**src/rtl/dist_pair_sequencer_if.sv**
```systemverilog
// Control handshake and data-memory bus of the pair-distance sequencer.
interface dist_pair_sequencer_if;
  logic        start;
  logic        done;
  logic [7:0]  mem_addr;
  logic [7:0]  mem_rd_data;
  logic        mem_wr_en;
  logic [7:0]  mem_wr_data;
  logic [15:0] min_dist;
  logic [15:0] max_dist;
  logic [4:0]  min_k;
  logic [4:0]  min_j;
  logic [4:0]  max_k;
  logic [4:0]  max_j;

  // Sequencer side
  modport slave (
    input  start, mem_rd_data,
    output done, mem_addr, mem_wr_en, mem_wr_data,
    output min_dist, max_dist, min_k, min_j, max_k, max_j
  );

  // Host / memory side
  modport master (
    output start, mem_rd_data,
    input  done, mem_addr, mem_wr_en, mem_wr_data,
    input  min_dist, max_dist, min_k, min_j, max_k, max_j
  );
endinterface

```
**src/rtl/dist_pair_sequencer.sv**
```systemverilog
// Loads 32 signed 16-bit operands, scans all pairs j<k for min/max |a[j]-a[k]|,
// then writes Min/Max back to the byte-wide data memory.
module dist_pair_sequencer #(
  parameter int unsigned NVAL     = 32,
  parameter int unsigned SRC_BASE = 0,
  parameter int unsigned RES_BASE = 66
) (
  input  logic                  clk,
  input  logic                  reset,
  dist_pair_sequencer_if.slave  bus
);

  localparam int unsigned IW = 5;
  localparam int unsigned BW = 6;
  localparam int unsigned AW = 8;
  localparam int unsigned DW = 16;

  typedef enum logic [2:0] {S_IDLE, S_LOAD, S_PAIR, S_WRITE, S_DONE} state_t;

  state_t          r_state, w_state_n;
  logic [BW-1:0]   r_bcnt, w_bcnt_n;
  logic [IW-1:0]   r_j, w_j_n, r_k, w_k_n;
  logic [AW-1:0]   r_addr, w_addr_n;
  logic            r_wr_en, w_wr_en_n;
  logic [7:0]      r_wr_data, w_wr_data_n;
  logic            r_done, w_done_n;
  logic [DW-1:0]   r_min, w_min_n, r_max, w_max_n;
  logic [IW-1:0]   r_min_k, w_min_k_n, r_min_j, w_min_j_n;
  logic [IW-1:0]   r_max_k, w_max_k_n, r_max_j, w_max_j_n;
  logic            w_cap_en;
  logic [DW-1:0]   r_cache [NVAL];
  logic [DW:0]     w_diff;
  logic [DW-1:0]   w_dist;

  // Distance of the current pair from 17-bit sign-extended operands
  always_comb begin
    w_diff = {r_cache[r_j][DW-1], r_cache[r_j]} - {r_cache[r_k][DW-1], r_cache[r_k]};
    w_dist = w_diff[DW] ? DW'((DW+1)'(0) - w_diff) : w_diff[DW-1:0];
  end

  // Next-state, counters and registered outputs
  always_comb begin
    w_state_n   = r_state;
    w_bcnt_n    = r_bcnt;
    w_j_n       = r_j;
    w_k_n       = r_k;
    w_addr_n    = r_addr;
    w_wr_en_n   = r_wr_en;
    w_wr_data_n = r_wr_data;
    w_done_n    = r_done;
    w_min_n     = r_min;
    w_max_n     = r_max;
    w_min_k_n   = r_min_k;
    w_min_j_n   = r_min_j;
    w_max_k_n   = r_max_k;
    w_max_j_n   = r_max_j;
    w_cap_en    = 1'b0;
    case (r_state)
      S_IDLE, S_DONE: begin
        if (bus.start) begin
          w_state_n = S_LOAD;
          w_bcnt_n  = '0;
          w_addr_n  = AW'(SRC_BASE);
          w_done_n  = 1'b0;
          w_min_n   = '1;
          w_max_n   = '0;
          w_min_k_n = '0;
          w_min_j_n = '0;
          w_max_k_n = '0;
          w_max_j_n = '0;
        end
      end
      S_LOAD: begin
        w_cap_en = 1'b1;
        if (r_bcnt == BW'(2*NVAL-1)) begin
          w_state_n = S_PAIR;
          w_bcnt_n  = '0;
          w_addr_n  = '0;
          w_j_n     = '0;
          w_k_n     = IW'(1);
        end else begin
          w_bcnt_n = r_bcnt + BW'(1);
          w_addr_n = AW'(SRC_BASE) + AW'(r_bcnt) + AW'(1);
        end
      end
      S_PAIR: begin
        // First pair seeds both extremes; later pairs need a strict improvement
        if (r_j == '0 && r_k == IW'(1)) begin
          w_min_n = w_dist; w_min_k_n = r_k; w_min_j_n = r_j;
          w_max_n = w_dist; w_max_k_n = r_k; w_max_j_n = r_j;
        end else begin
          if (w_dist < r_min) begin
            w_min_n = w_dist; w_min_k_n = r_k; w_min_j_n = r_j;
          end
          if (w_dist > r_max) begin
            w_max_n = w_dist; w_max_k_n = r_k; w_max_j_n = r_j;
          end
        end
        if (r_k == IW'(NVAL-1)) begin
          if (r_j == IW'(NVAL-2)) begin
            w_state_n   = S_WRITE;
            w_bcnt_n    = '0;
            w_addr_n    = AW'(RES_BASE);
            w_wr_en_n   = 1'b1;
            w_wr_data_n = w_min_n[15:8];
          end else begin
            w_j_n = r_j + IW'(1);
            w_k_n = r_j + IW'(2);
          end
        end else begin
          w_k_n = r_k + IW'(1);
        end
      end
      S_WRITE: begin
        if (r_bcnt == BW'(3)) begin
          w_state_n   = S_DONE;
          w_bcnt_n    = '0;
          w_addr_n    = '0;
          w_wr_en_n   = 1'b0;
          w_wr_data_n = '0;
          w_done_n    = 1'b1;
        end else begin
          w_bcnt_n = r_bcnt + BW'(1);
          w_addr_n = AW'(RES_BASE) + AW'(r_bcnt) + AW'(1);
          case (r_bcnt[1:0])
            2'd0:    w_wr_data_n = r_min[7:0];
            2'd1:    w_wr_data_n = r_max[15:8];
            default: w_wr_data_n = r_max[7:0];
          endcase
        end
      end
      default: w_state_n = S_IDLE;
    endcase
  end

  // State and output registers
  always_ff @(posedge clk or negedge reset) begin
    if (!reset) begin
      r_state   <= S_IDLE;
      r_bcnt    <= '0;
      r_j       <= '0;
      r_k       <= '0;
      r_addr    <= '0;
      r_wr_en   <= 1'b0;
      r_wr_data <= '0;
      r_done    <= 1'b0;
      r_min     <= '1;
      r_max     <= '0;
      r_min_k   <= '0;
      r_min_j   <= '0;
      r_max_k   <= '0;
      r_max_j   <= '0;
    end else begin
      r_state   <= w_state_n;
      r_bcnt    <= w_bcnt_n;
      r_j       <= w_j_n;
      r_k       <= w_k_n;
      r_addr    <= w_addr_n;
      r_wr_en   <= w_wr_en_n;
      r_wr_data <= w_wr_data_n;
      r_done    <= w_done_n;
      r_min     <= w_min_n;
      r_max     <= w_max_n;
      r_min_k   <= w_min_k_n;
      r_min_j   <= w_min_j_n;
      r_max_k   <= w_max_k_n;
      r_max_j   <= w_max_j_n;
    end
  end

  // Operand cache, big-endian byte capture; deliberately not reset
  always_ff @(posedge clk) begin
    if (w_cap_en) begin
      if (!r_bcnt[0]) r_cache[r_bcnt[BW-1:1]][15:8] <= bus.mem_rd_data;
      else            r_cache[r_bcnt[BW-1:1]][7:0]  <= bus.mem_rd_data;
    end
  end

  assign bus.done        = r_done;
  assign bus.mem_addr    = r_addr;
  assign bus.mem_wr_en   = r_wr_en;
  assign bus.mem_wr_data = r_wr_data;
  assign bus.min_dist    = r_min;
  assign bus.max_dist    = r_max;
  assign bus.min_k       = r_min_k;
  assign bus.min_j       = r_min_j;
  assign bus.max_k       = r_max_k;
  assign bus.max_j       = r_max_j;

endmodule

```
**src/flat_wrapper.sv**
```systemverilog
// flat-port wrapper written by rule: the top's interface ports become plain ports
module dist_pair_sequencer_flat 
#(
  parameter int unsigned NVAL     = 32,
  parameter int unsigned SRC_BASE = 0,
  parameter int unsigned RES_BASE = 66
)
  (clk, reset, bus_start, bus_mem_rd_data, bus_done, bus_mem_addr, bus_mem_wr_en, bus_mem_wr_data, bus_min_dist, bus_max_dist, bus_min_k, bus_min_j, bus_max_k, bus_max_j);
  dist_pair_sequencer_if bus_i ();
  input  logic clk;
  input  logic reset;
  input wire logic [$bits(bus_i.start)-1:0] bus_start;
  input wire logic [$bits(bus_i.mem_rd_data)-1:0] bus_mem_rd_data;
  output wire logic [$bits(bus_i.done)-1:0] bus_done;
  output wire logic [$bits(bus_i.mem_addr)-1:0] bus_mem_addr;
  output wire logic [$bits(bus_i.mem_wr_en)-1:0] bus_mem_wr_en;
  output wire logic [$bits(bus_i.mem_wr_data)-1:0] bus_mem_wr_data;
  output wire logic [$bits(bus_i.min_dist)-1:0] bus_min_dist;
  output wire logic [$bits(bus_i.max_dist)-1:0] bus_max_dist;
  output wire logic [$bits(bus_i.min_k)-1:0] bus_min_k;
  output wire logic [$bits(bus_i.min_j)-1:0] bus_min_j;
  output wire logic [$bits(bus_i.max_k)-1:0] bus_max_k;
  output wire logic [$bits(bus_i.max_j)-1:0] bus_max_j;
  assign bus_i.start = bus_start;
  assign bus_i.mem_rd_data = bus_mem_rd_data;
  assign bus_done = bus_i.done;
  assign bus_mem_addr = bus_i.mem_addr;
  assign bus_mem_wr_en = bus_i.mem_wr_en;
  assign bus_mem_wr_data = bus_i.mem_wr_data;
  assign bus_min_dist = bus_i.min_dist;
  assign bus_max_dist = bus_i.max_dist;
  assign bus_min_k = bus_i.min_k;
  assign bus_min_j = bus_i.min_j;
  assign bus_max_k = bus_i.max_k;
  assign bus_max_j = bus_i.max_j;
  dist_pair_sequencer #(.NVAL(NVAL), .SRC_BASE(SRC_BASE), .RES_BASE(RES_BASE)) u_core (.clk(clk), .reset(reset), .bus(bus_i));
endmodule
```
**config.mk**
```make
export PLATFORM = sky130hd
export DESIGN_NAME = dist_pair_sequencer_flat
export DESIGN_NICKNAME = d
export VERILOG_FILES = /design/src/rtl/dist_pair_sequencer_if.sv /design/src/rtl/dist_pair_sequencer.sv /design/src/flat_wrapper.sv
export SDC_FILE = /design/constraint.sdc
export NUM_CORES = 1
export LEC_CHECK = 0
export CAP_MARGIN = 10
export CORE_MARGIN = 3
export CORE_UTILIZATION = 50
export CTS_CLUSTER_DIAMETER = 60
export CTS_CLUSTER_SIZE = 16
export DETAILED_ROUTE_END_ITERATION = 10
export HOLD_SLACK_MARGIN = 0.12
export PLACE_DENSITY = 0.67
export SLEW_MARGIN = 20
export SYNTH_ARGS = -nofsm -noshare
export SYNTH_HDL_FRONTEND = slang
export SYNTH_SLANG_ARGS = --single-unit
```
**constraint.sdc**
```tcl
create_clock -name clk -period 10.7 [get_ports clk]
set_input_delay 3.21 -clock clk [delete_from_list [all_inputs] [get_ports clk]]
set_output_delay 3.21 -clock clk [all_outputs]
set_load 0.1 [all_outputs]
```
==> results of run 1 <==
## flip-flops by register name (all words and copies together) (netlist names)
| name | flops |
|---|---|
| u_core.r_cache | 512 |
| u_core.bus.max_dist | 16 |
| u_core.bus.min_dist | 16 |
| u_core.bus.mem_addr | 8 |
| u_core.bus.mem_wr_data | 8 |
| u_core.r_bcnt | 6 |
| u_core.bus.max_j | 5 |
| u_core.bus.max_k | 5 |
| u_core.bus.min_j | 5 |
| u_core.bus.min_k | 5 |
| u_core.r_j | 5 |
| u_core.r_k | 5 |
| u_core.r_state | 3 |
| u_core.bus.done | 1 |
| u_core.bus.mem_wr_en | 1 |
## kinds of logic (layout without fill, tap and decap cells)
kind of cell	Yosys count	in the layout	synth area share (%)
DFF	601	601	59.0
and+or+nand+nor	305	305	4.51
adders and majority gates	60	60	2.53
muxes	356	356	25.4
buffers and inverters	166	228	2.14
xor gates and xnor gates	28	28	0.897
AOI/OAI and AO/OA	229	229	5.45
## critical path, delay by kind of cell (launching register included)
| family | cells | cell delay (ns) |
|---|---|---|
| multiplexers | 3 | 1.42 |
| adder cells (fa/ha/maj) | 2 | 0.84 |
| buffers and inverters | 1 | 0.36 |
| AND/OR/NAND/NOR | 4 | 1.23 |
| AO/OA/AOI/OAI | 10 | 1.83 |
| XOR/XNOR | 2 | 1.06 |
| flip-flops | 1 | 1.06 |
## path summary, 6_finish.rpt
kind                            depth (start not counted)                   endpoint            startpoint
worst min register to register                          2       u_core.bus.mem_wr_en  u_core.bus.mem_wr_en
min in group asynchronous                               1     u_core.bus.mem_addr[3]                 reset
worst max register to register                         22  u_core.bus.mem_wr_data[1]         u_core.r_j[0]
worst min-delay path                                    2       u_core.bus.mem_wr_en  u_core.bus.mem_wr_en
worst max-delay path                                   22  u_core.bus.mem_wr_data[1]         u_core.r_j[0]
max in group asynchronous                               2              u_core.r_k[1]                 reset
## per-layer routing
layer / global-route usage [%] / share of wire (%) / routed length [um] / vias up
li1: - / - / - / 7234
met1: 34.6 / 41 / 30600 / 8925
met2: 38.8 / 49 / 36700 / 780
met3: 3.32 / 7.4 / 5530 / 143
met4: 7.86 / 3.0 / 2240 / 2
met5: 0 / 0.017 / 13 / -
## synthesized netlist by cell type, types with 6 or more instances
cell type,number
edfxtp_1,512
mux4_2,320
nor2_1,118
nand2_1,94
clkbuf_1,85
dfrtp_1,73
ha_1,58
a21oi_1,54
inv_1,54
o21ai_0,54
a22o_1,24
buf_1,23
nand3_1,21
mux2i_1,20
nor3_1,20
dfstp_2,16
mux2_2,16
xor2_1,15
a21o_1,14
xnor2_1,10
a22oi_1,7
nand4_1,7
o31ai_1,7
or3_1,7
a31oi_1,6
nand2b_1,6
## power by group through the flow
stage | combinational (mW) | sequential, mW | clock, mW
final | 0.0394 | 2.54 | 1.72
after floorplan | 0.00000690 | 2.59 | 0
after global routing | 0.0440 | 2.54 | 1.84
after CTS | 0.0396 | 2.54 | 1.75
after global placement | 0.0371 | 2.59 | 0
after detailed placement | 0.0397 | 2.59 | 0
## final cells by class
| class | count | area share (%) |
|---|---|---|
| clock buffer | 57 | 3.70 |
| tap | 765 | 2.91 |
| timing repair buffer | 103 | 3.08 |
| sequential | 601 | 53.7 |
| inverter | 56 | 0.639 |
| clock inverter | 12 | 0.620 |
| multi-input combinational | 978 | 35.4 |
## through the flow
| step | setup WS, ns | util, % |
|---|---|---|
| 6_report | 2.72 | 56.3 |
| 5_1_grt | 2.25 | 56.3 |
| 4_1_cts | 2.61 | 56.3 |
| 3_5_place_dp | 2.63 | 53.8 |
| 3_3_place_gp | 2.74 | 53.8 |
| 2_1_floorplan | 3.42 | - |
## placed cells by master (no fill, tap or decap), types with 6 or more instances in the layout
master	netlist	final
o31ai_1	7	7
buf_4	0	26
a22o_1	24	24
dfstp_2	16	16
mux2_2	16	16
a21o_1	14	14
inv_1	54	54
nand2_1	94	94
clkdlybuf4s50_1	0	71
a21oi_1	54	53
nand4_1	7	7
mux4_2	320	320
a31oi_1	6	6
clkbuf_16	0	47
edfxtp_1	512	512
nand3_1	21	21
nand2b_1	6	6
dfrtp_1	73	65
o21ai_0	54	54
a22oi_1	7	7
ha_1	58	58
nor3_1	20	19
mux2i_1	20	20
xnor2_1	10	10
nor2_1	118	114
or3_1	7	7
clkbuf_1	85	9
xor2_1	15	15
==> results.cfg, run 1 <==
[timing]
grt_setup_unrepaired = false
setup-tns-final_ns = 0
setup_viol = 0
hold_viol = 0
slew_viol_final = 0
timing.fmax_mhz = 125
skew_ns = 0.0321
relSlewSlack_pct = 20.3
tightest_slew_ns = 1.19
timing.hold.ws_ns = 0.481
layout_worst_path_cycle_share_pct = 74.6
period_minus_slack_ns = 7.98

[die]
starting_density_pct = 51.1
die_y_um = 250
fp-row-count = 88
full_die_area_mm2 = 0.0627
die_w_um = 250
core_area_mm2 = 0.0584
boundaryPins = 81

[global_route]
first_global_vias = 17400
gr-usage-all-layers_pct = 24.1
grt_overflow_total = 0
grt_antenna_before_repair = 1
maximum_number_of_pins_on_one_net_before_global_route_repair = 65
grt_pass1_wl_um = 113000

[power]
totalPowerFinal_mw = 4.30
power.static_leakage_nw = 10.9
intPower_mw = 3.45
largest_voltage_drop_on_the_vdd_net_uv = 114
comb_power_share_pct = 0.9
p_switching_mw = 0.850
clkPwrFrac_pct = 40.0
pwr-share-seq_pct = 59.1
netSwitchingFraction_pct = 19.8
cellPowerDensity_mw_per_mm2 = 131

[setup_path]
required_ns = 11.21
critPathLaunchType = flip-flop
critical_path.max_fanout = 45
regToRegSetupSlack_ns = 2.72
worstSetupEndpointType = flip-flop
critPathSlowestCell = dfrtp_4
path_cells = buf_12 -> mux4_2 -> mux4_2 -> mux2_2 -> fa_1 -> a21o_1 -> a21oi_1 -> xor2_1 -> o21ai_0 -> nor4_1 -> nor2_1 -> xnor2_1 -> ha_1 -> a21o_1 -> a21o_1 -> a21oi_1 -> o21ai_0 -> and2_1 -> a31o_2 -> nor2_1 -> a221oi_1 -> a21oi_1
kind_of_critical_path = reg2reg
wp_data_arrival_ns = 8.49
timing.critical_path.slowest_cell_delay_ns = 1.06

[synth]
yosys_most_used_dff = edfxtp_1
yosys.area.top_type_share_pct = 51.5
syn_nets = 1815
netlist_area_mm2 = 0.0298
top_area_cells_in_the_synthesized_netlist = edfxtp_1 52%, mux4_2 24%, dfrtp_1 6.1%
number_of_enable_flip_flop_cells_after_synthesis = 512
async_flop_share_pct = 14.8
ys_seq_area_share_pct = 59.0
warnings_from_yosys = 0
synth_cells = 1745
syn_area_per_cell_um2 = 17.1
synth_cell_types = 80
ys_ff_latch = 601
post-synth-top-area-cell = edfxtp_1

[clock_tree]
register_clock_pin_slew_on_the_reported_worst_setup_and_hold_paths_ns = 0.07
cts_resized = 0
numClockSinks = 601
cts-buffers-inserted = 46
ctsHoldBuffers = 0
ctsRootBufferMaster = clkbuf_16
clk_path_buf_depth = 3
tritoncts = yes
insertion_delay_ns = 0.61
clock_tree.htree_level_count = 2
cts_post_setup_buffers_inserted = 0

[run_status]
outcome = complete, no violations

[route]
wl_um = 75100
initial_detailed_routing_violation_count = 1623
remaining_drcs = 0
avgRoutedWirePerCell_um = 29.2
detail-route-antenna-nets = 0
route.detailed.vias_per_inst = 6.64
vias = 17100
drt_pre_antenna_iters = 6

[final_layout]
multi_input_area_mm2 = 0.0116
filler_cell_count = 4396
syn_to_final_growth_pct = 10.1
area_occupied_by_registers_mm2 = 0.0176
nNetsFinal = 1856
post_route_cells_drive_above_1_share_pct = 26.7
finish.cell_count_without_fillers = 2572
layout.cell_area.non_filler_mm2 = 0.0329
diodes = 0

[placed_design]
area_after_dpl_mm2 = 0.0314
port_buffers = 80
placed_cells = 2503
hpwl_um = 49500
finalWeightedCongestion = 0.889

[job]
max-cap-violations = 0

[worst_hold_path]
min-delay-path-class = reg2reg
Note: power is estimated with default switching activity, not from simulation.
==> run 2, diff against run 1 <==
--- a/config.mk
+++ b/config.mk
@@ -12,7 +12,7 @@
 export CTS_CLUSTER_SIZE = 16
 export DETAILED_ROUTE_END_ITERATION = 10
 export HOLD_SLACK_MARGIN = 0.12
-export PLACE_DENSITY = 0.67
+export PLACE_DENSITY = 0.69
 export SLEW_MARGIN = 20
 export SYNTH_ARGS = -nofsm -noshare
 export SYNTH_HDL_FRONTEND = slang
==> constraint.sdc (replaced) <==
create_clock -name clk -period 6.9 [get_ports clk]
set_input_delay 2.07 -clock clk [delete_from_list [all_inputs] [get_ports clk]]
set_output_delay 2.07 -clock clk [all_outputs]
set_load 0.1 [all_outputs]
==> run 2 against run 1 <==
  * Register-to-register slack lost 2.5 ns
  * Sequential share of layout area decreased by 1.9 points
  * Fmax rose by 19%
  * First-iteration DRC count grew 9.2%
  * Via count grew 3.9%
  * Worst hold slack lost 0.0046 ns
  * Global-route usage is 0.45 points higher
  * Non-clock buffer count grew 103
  * Critical path type unchanged
  * Critical endpoint is now u_core.bus.max_dist[2]
  * Largest cell class unchanged
==> results.cfg, run 2 (synthesis results as in run 1) <==
[final_layout]
syn_to_final_growth_pct = 14.1
layout.cells.most_common = edfxtp_1
filler_cell_count = 4283
nNetsFinal = 1958
finish.cell_count_without_fillers = 2679
mostFrequentLayoutCells = 512 x edfxtp_1, 320 x mux4_2, 114 x nor2_1
multi_input_area_mm2 = 0.0117
post_route_cells_drive_above_1_share_pct = 30.9
largest_register_ff_count = 512
diodes = 0
area_occupied_by_registers_mm2 = 0.0176

[clock_tree]
clk_path_buf_depth = 3
cts-buffers-inserted = 45
ctsHoldBuffers = 0
clock_tree.htree_level_count = 2
numClockSinks = 601
tritoncts = yes
insertion_delay_ns = 0.61
ctsRootBufferMaster = clkbuf_16
register_clock_pin_slew_on_the_reported_worst_setup_and_hold_paths_ns = 0.07

[power]
netSwitchingFraction_pct = 19.9
comb_power_share_pct = 0.9
cellPowerDensity_mw_per_mm2 = 193
power.static_leakage_nw = 11.5
pwr-share-seq_pct = 60.0
clkPwrFrac_pct = 39.1
largest_voltage_drop_on_the_vdd_net_uv = 155
p_switching_mw = 1.30
intPower_mw = 5.26

[route]
detail-route-antenna-nets = 0
route.detailed.vias_per_inst = 6.62
wl_um = 77700
drt_pre_antenna_iters = 5
avgRoutedWirePerCell_um = 29.0
vias = 17700
remaining_drcs = 0
initial_detailed_routing_violation_count = 1772

[timing]
slew_viol_final = 0
period_minus_slack_ns = 6.71
skew_ns = 0.0251
setup-tns-final_ns = 0
hold_viol = 0
layout_worst_path_cycle_share_pct = 97.2
tightest_slew_ns = 1.11
setup_viol = 0
setup_slack_ns = 0.192
timing.fmax_mhz = 149
relSlewSlack_pct = 25.8

[die]
die_y_um = 250
fp-row-count = 88
core_area_mm2 = 0.0584
die_w_um = 250
full_die_area_mm2 = 0.0627
boundaryPins = 81
starting_density_pct = 51.1

[setup_path]
path_buf_inv = 3
crit-reg2reg-launch = u_core.r_j[0]
worstSetupEndpointType = flip-flop
regToRegSetupSlack_ns = 0.19
worst_r2r_path_depth = 22
critPathSlowestCell = mux4_2
regToRegEndpoint = u_core.bus.max_dist[2]
path_cells = buf_12 -> mux4_2 -> mux4_2 -> mux2_2 -> fa_1 -> a21o_1 -> a221oi_4 -> o211ai_2 -> a221o_1 -> o31a_4 -> buf_4 -> or3_1 -> nand2_2 -> ha_1 -> nand3_1 -> nor4_1 -> a2111oi_0 -> o221ai_1 -> o41ai_2 -> o21bai_4 -> buf_4 -> a22o_1
wp_data_arrival_ns = 7.24
timing.critical_path.slowest_cell_delay_ns = 0.55
critical_path.max_fanout = 14
kind_of_critical_path = reg2reg
crit_family = compound AO/OA/AOI/OAI gates
required_ns = 7.43
timing.critical_path.from = u_core.r_j[0]
cp_num_cells = 22
critPathLaunchType = flip-flop

[placed_design]
detailedPlace.worstSlack_ns = -0.166
port_buffers = 80
placed_cells = 2573
hpwl_um = 54200
finalWeightedCongestion = 0.945

[global_route]
grt_pass1_wl_um = 116000
grt_overflow_total = 0
gr-usage-all-layers_pct = 24.6
first_global_vias = 17700
grt_antenna_before_repair = 2
maximum_number_of_pins_on_one_net_before_global_route_repair = 65

[job]
max-cap-violations = 0

[worst_hold_path]
min-delay-path-class = reg2reg
worst_hold_path.num_cells = 2
min_to = u_core.bus.mem_wr_en
worstHoldStart = u_core.bus.mem_wr_en

[run_status]
outcome = complete, no violations
run 2: metrics by stage:
| step | power [mW] | area (um^2) | hold WS (ns) | util, % |
|---|---|---|---|---|
| finish | 6.56 | 34100 | 0.477 | 58.4 |
| global route | 6.76 | 34100 | 0.516 | 58.4 |
| floorplan | 4.02 | 29900 | 0.547 | - |
| CTS | 6.61 | 33500 | 0.488 | 57.5 |
| detailed placement | 4.08 | 32200 | 0.471 | 55.1 |
| global placement | 4.08 | 32200 | 0.460 | 55.1 |
run 2: final cells by class:
type                       count  area share, %
clock buffer                  65           3.71
clock inverter                 8          0.294
inverter                      56          0.617
multi-input combinational    978           34.4
sequential                   601           51.8
tap                          765           2.81
timing repair buffer         206           6.39
run 2: repair_timing:
item / CTS / global route
cloned: 0 / 5
endpoints found under the setup margin: 15 / 60
setup buffers: 0 / 28
resized for setup: 2 / 27
pin swaps: 0 / 11
run 2: routing by layer:
metal	up-vias	global-route usage, %	wire [um]
met5	-	0	27
met4	4	7.19	2390
met3	135	3.91	6800
met2	901	39.8	38100
met1	9264	35.0	30400
li1	7442	-	-
run 2: power groups by stage:
stage / logic (mW) / clock network [mW] / registers (mW)
after detailed placement: 0.0618 / 0 / 4.02
after global placement: 0.0569 / 0 / 4.02
final: 0.0613 / 2.56 / 3.94
after global routing: 0.0692 / 2.75 / 3.94
after floorplan: 0.00000839 / 0 / 4.02
after CTS: 0.0613 / 2.61 / 3.94
run 2: worst max path at each step:
stage / end / slack, ns
global route: u_core.bus.max_j[1] / -0.06
global placement: u_core.bus.mem_wr_data[1] / -0.05
finish: u_core.bus.max_dist[2] / 0.19
detailed placement: u_core.bus.min_j[4] / -0.17
CTS: u_core.bus.min_dist[7] / 0.02
floorplan: u_core.bus.min_j[2] / 0.02
run 2: worst reg2reg max path: stages (launching register included):
cell	delay, ns
dfrtp_4	0.52
buf_12	0.20
mux4_2	0.53
mux4_2	0.55
mux2_2	0.32
fa_1	0.46
a21o_1	0.24
a221oi_4	0.34
o211ai_2	0.17
a221o_1	0.38
o31a_4	0.36
buf_4	0.20
or3_1	0.42
nand2_2	0.17
ha_1	0.25
nand3_1	0.11
nor4_1	0.06
a2111oi_0	0.38
o221ai_1	0.23
o41ai_2	0.14
o21bai_4	0.26
buf_4	0.18
a22o_1	0.15
